`src/rtl/multi_register_bank.sv`:
```
// Bank of NRegs general/address registers sharing one function select over a one-hot-style
// enable mask, with two combinational read ports and registered per-register wrap flags.
module multi_register_bank #(
    parameter  int NBits = 16,
    parameter  int NRegs = 4,
    localparam int SelW  = $clog2(NRegs)
) (
    input  logic             clk,
    input  logic             rst_n,
    input  logic [2:0]       funsel,
    input  logic [NRegs-1:0] regsel,
    input  logic [NBits-1:0] i,
    input  logic [SelW-1:0]  outasel,
    input  logic [SelW-1:0]  outbsel,
    output logic [NBits-1:0] outa,
    output logic [NBits-1:0] outb,
    output logic [NRegs-1:0] wrap
);

    typedef enum logic [2:0] {
        FN_HOLD    = 3'b000,
        FN_CLEAR   = 3'b001,
        FN_LOAD    = 3'b010,
        FN_DEC     = 3'b011,
        FN_INC     = 3'b100,
        FN_LOAD_LO = 3'b101,
        FN_LOAD_HI = 3'b110,
        FN_RSVD    = 3'b111
    } fun_t;

    localparam int               Half     = NBits / 2;
    localparam logic [NBits-1:0] One      = NBits'(1);
    localparam logic [SelW:0]    NRegsCmp = (SelW + 1)'(NRegs);

    logic [NBits-1:0] regs      [NRegs];
    logic [NBits-1:0] regs_next [NRegs];
    logic [NRegs-1:0] wrap_next;
    fun_t             fun;

    assign fun = fun_t'(funsel);

    // Every register computes its candidate next value from the shared function;
    // disabled registers simply recirculate their current contents.
    always_comb begin
        // NOTE: each output gets a default before any branch so no path leaves a
        // variable unassigned, which would otherwise infer a latch.
        wrap_next = '0;
        for (int k = 0; k < NRegs; k++) begin
            regs_next[k] = regs[k];
            if (regsel[k]) begin
                unique case (fun)
                    FN_CLEAR:   regs_next[k] = '0;
                    FN_LOAD:    regs_next[k] = i;
                    FN_DEC: begin
                        regs_next[k] = regs[k] - One;
                        wrap_next[k] = (regs[k] == '0);
                    end
                    FN_INC: begin
                        regs_next[k] = regs[k] + One;
                        wrap_next[k] = (regs[k] == '1);
                    end
                    FN_LOAD_LO: regs_next[k] = {regs[k][NBits-1:Half], i[Half-1:0]};
                    FN_LOAD_HI: regs_next[k] = {i[Half-1:0], regs[k][Half-1:0]};
                    FN_HOLD, FN_RSVD: regs_next[k] = regs[k];
                endcase
            end
        end
    end

    // NOTE: the bank is a handful of flops feeding the datapath, not a RAM macro,
    // so every entry is cleared by reset rather than left uninitialised.
    always_ff @(posedge clk or negedge rst_n) begin
        if (!rst_n) begin
            for (int k = 0; k < NRegs; k++) begin
                regs[k] <= '0;
            end
            wrap <= '0;
        end else begin
            // NOTE: sequential state uses non-blocking assignment so all registers
            // update together from pre-edge values.
            for (int k = 0; k < NRegs; k++) begin
                regs[k] <= regs_next[k];
            end
            wrap <= wrap_next;
        end
    end

    // Selects beyond the last register (non-power-of-2 NRegs) read as zero.
    always_comb begin
        outa = '0;
        outb = '0;
        if ({1'b0, outasel} < NRegsCmp) begin
            outa = regs[outasel];
        end
        if ({1'b0, outbsel} < NRegsCmp) begin
            outb = regs[outbsel];
        end
    end

endmodule

```
`config.mk`:
```
export PLATFORM = sky130hd
export DESIGN_NAME = multi_register_bank
export DESIGN_NICKNAME = d
export VERILOG_FILES = /design/src/rtl/multi_register_bank.sv
export SDC_FILE = /design/constraint.sdc
export NUM_CORES = 1
export LEC_CHECK = 0
export ABC_AREA = 0
export CAP_MARGIN = 10
export CORE_UTILIZATION = 46
export CTS_CLUSTER_SIZE = 24
export DETAILED_ROUTE_END_ITERATION = 12
export GPL_ROUTABILITY_DRIVEN = 0
export PLACE_DENSITY_LB_ADDON = 0.25
export SETUP_SLACK_MARGIN = 0.05
export SYNTH_ARGS = -nofsm -noshare
export SYNTH_HDL_FRONTEND = slang
export SYNTH_SLANG_ARGS = --single-unit
```
`constraint.sdc`:
```
create_clock -name clk -period 5.9 [get_ports clk]
set_input_delay 1.475 -clock clk [delete_from_list [all_inputs] [get_ports clk]]
set_output_delay 1.475 -clock clk [all_outputs]
set_load 0.02 [all_outputs]
```
==> impl_metrics.toml <==
[global_routing]
grt_start_max_net_pins = 41
track_usage_pct = 30.4
antenna_found_initial = 1
grt_pass1_wl_um = 36900
grt_pass1_vias = 6914
grt.overflow.total = 0

[sta]
fin_skew_ns = 0.00684
worst_pin_slew_ns = 1.13
setup-tns-final_ns = 0
finalSetupViolCount = 0
layout_min_cycle_time_ns = 4.99
hold_viol_final = 0
maxSlewViolCount = 0
max_freq_mhz = 201
relSlewSlack_pct = 24.5
fin_ws_ns = 0.914
fin_crit_sh_pct = 84.5
rsz0062_at_grt = "no"

[die]
start_util_pct = 47.7
rows = 44
die_h_um = 126
die_area_um2 = 15800
pin_count = 65
coreArea_um2 = 14800
die_w_um = 126

[route]
wirelength_um = 23300
drcViolationCount = 0
drt_pass1_iterations = 5
wl_per_cell_um = 22.6
drtIter0Drc = 605
detail-route-antenna-nets = 0
via_per_inst = 6.68
vias = 6898

[critical_path]
r2r_slack_ns = 3.08
worstSetupStartpointType = "input pin"
worstSetupEndpointType = "output port"
path_class = "in2out"
startpoint = "outbsel[1]"
crit_required_ns = 4.43
r2r-start = "regs[48]"
r2r_end = "regs[62]"
r2r_cells = 8
critPathArrivalTime_ns = 3.51
cp_max_fo = 16

[synthesis]
synth_nets = 887
async_reset_ff_share_pct = 100
ys_seq_elements = 68
ys.flop_type = "dfrtp_1"
yosys_warnings = 0
netlist_area_um2 = 7040
syn_avg_cell_area_um2 = 8.94
ys_seq_area_share_pct = 24.2
syn_inst = 787
synth_edf_count = 0
synth.distinct_cells = 64

[worst_hold_path]
hold_start = "regs[6]"
hold_depth = 2
whs_endpoint = "regs[6]"
hp-class = "reg2reg"

[clocking]
cts_tree = "built"
cts_resized = 0
hold_buffers = 0
clock-root-buffer = "clkbuf_16"
worstSkewPairLatency_ns = 0.35
clk_pin_slew_ns = 0.05
cts_setup_buffers = 0
numCtsBuffers = 9
clkSinkCount = 68
cts.path.max_buffers = 2
htreeDepth = 3

[job]
cap_violations = 0

[outcome]
outcome = "finished, final reports clean"

[cells_and_area]
area_growth_syn_to_layout_pct = 15.5
fin_nets = 944
drive_gt1_share_pct = 8.38
fillers = 1358

[place]
place_ws_ns = 0.835
numPortBuffers = 64
hpwl_um = 17700

[power_and_ir_drop]
ir_drop_mv = 0.206
p_per_area_nw_per_um2 = 432
power.leakage_nw = 3.42
-- placed cells by master, fill, tap and decap left out, types with 4 or more instances in the layout --
| master | instances |
|---|---|
| fa_1 | 4 |
| nor2b_1 | 6 |
| o21ai_1 | 7 |
| o21a_1 | 9 |
| and2_1 | 4 |
| xor2_1 | 31 |
| nand4_1 | 26 |
| o31ai_1 | 4 |
| inv_1 | 15 |
| a21o_1 | 20 |
| o211ai_1 | 4 |
| a41oi_1 | 4 |
| nand3_1 | 10 |
| mux4_2 | 30 |
| mux2i_1 | 24 |
| nand2b_1 | 9 |
| nor2_1 | 49 |
| o22ai_1 | 7 |
| clkbuf_16 | 9 |
| a21oi_1 | 65 |
| xnor2_1 | 23 |
| mux2_2 | 5 |
| nand2_1 | 88 |
| a31oi_1 | 9 |
| ha_1 | 67 |
| o21ai_0 | 68 |
| a21boi_0 | 5 |
| nor3_1 | 10 |
| a22oi_1 | 19 |
| clkdlybuf4s50_1 | 63 |
| buf_4 | 10 |
| o221ai_1 | 6 |
| nor4_1 | 12 |
| o21bai_1 | 7 |
| dfrtp_1 | 68 |
-- how the worst max path moves through the flow --
stage	slack, ns	cells after the start	to
6_report	0.91	3	outb[6]
5_1_grt	0.90	3	outa[6]
4_1_cts	0.94	3	outa[6]
3_5_place_dp	0.83	12	regs[62]
3_3_place_gp	0.91	12	regs[62]
2_1_floorplan	1.59	11	regs[62]
-- flip-flops by register name, indices dropped and copies added (netlist names) --
register and cells:
wrap 4, regs 64
-- layer usage --
layer / share of wire [%] / vias to the layer above / track usage, %
met1: 40 / 3387 / 36.8
met3: 6.3 / 87 / 4.67
met4: 5.0 / 0 / 17.7
li1: - / 3133 / -
met5: 0 / - / 0
met2: 49 / 291 / 51.5
-- where the power goes --
group | internal (mW) | switching (mW) | leakage, nW
sequential | 0.594 | 0.303 | 0.877
clock | 0.291 | 0.213 | 0.125
combinational | 0.979 | 1.13 | 2.41
total | 1.86 | 1.65 | 3.42
-- synth_stat cells (3+ instances only) --
cell	instances	area [um2]
mux2_2	5	56.3
nor4b_1	3	26.3
clkbuf_1	22	82.6
nand2b_1	9	56.3
o31ai_1	4	30.0
a22oi_1	19	143
o221ai_1	6	52.6
mux4_2	30	676
nand2_1	88	330
o21a_1	9	67.6
a21o_1	20	150
a21boi_0	5	37.5
o22ai_1	7	43.8
fa_1	4	80.1
xnor2_1	23	201
mux2i_1	24	240
o21ai_0	68	340
a41oi_1	4	35.0
and3_1	3	18.8
and2_1	4	25.0
o21ai_1	7	35.0
ha_1	67	838
nor2_1	49	184
a221oi_1	3	26.3
nor4_1	12	75.1
buf_2	5	25.0
a31oi_1	9	56.3
nor3b_1	3	22.5
nand3_1	10	50.1
a21oi_1	65	325
xor2_1	31	272
nor3_1	10	50.1
or4_1	3	22.5
nand4_1	26	163
dfrtp_1	68	1700
inv_1	15	56.3
o21bai_1	7	52.6
nor2b_1	6	37.5
o211ai_1	4	30.0
-- stage by stage --
step | util (%) | cell area [um2] | hold WS, ns | power [mW] | instances
3_3_place_gp | 53.3 | 7870 | 0.569 | 2.89 | 1017
6_report | 55.1 | 8130 | 0.585 | 3.51 | 1032
3_5_place_dp | 53.3 | 7870 | 0.568 | 2.96 | 1017
5_1_grt | 55.1 | 8130 | 0.611 | 3.75 | 1032
2_1_floorplan | - | 7040 | 0.521 | 2.32 | 787
4_1_cts | 55.1 | 8130 | 0.580 | 3.47 | 1031
-- worst max-delay path, cell delays in order --
cell             delay, ns
clkdlybuf4s50_1       1.01
mux4_2                0.46
clkdlybuf4s50_1       0.56
-- cell type report --
type                       instances  area, um2  share of cell area, %
antenna                            1       2.50                 0.0308
clock buffer                      12        246                   3.03
clock inverter                     2       12.5                  0.154
inverter                          16       60.1                  0.739
multi-input combinational        675       5170                   63.5
sequential                        68       1700                   20.9
tap                              184        230                   2.83
timing repair buffer              74        711                   8.74
-- cells by family (layout without fill, tap and decap cells) --
logic type,Yosys count,in the layout,share of synthesized area [%]
AO/OA/AOI/OAI,256,256,23.0
XOR/XNOR,54,54,6.72
adder cells (fa/ha/maj),71,71,13.0
buffers and inverters,44,104,2.43
flip-flops,68,68,24.2
multiplexers,61,61,14.6
other,0,1,0
AND/OR/NAND/NOR,233,233,16.1
No activity file was read; power rests on OpenSTA's default activity.
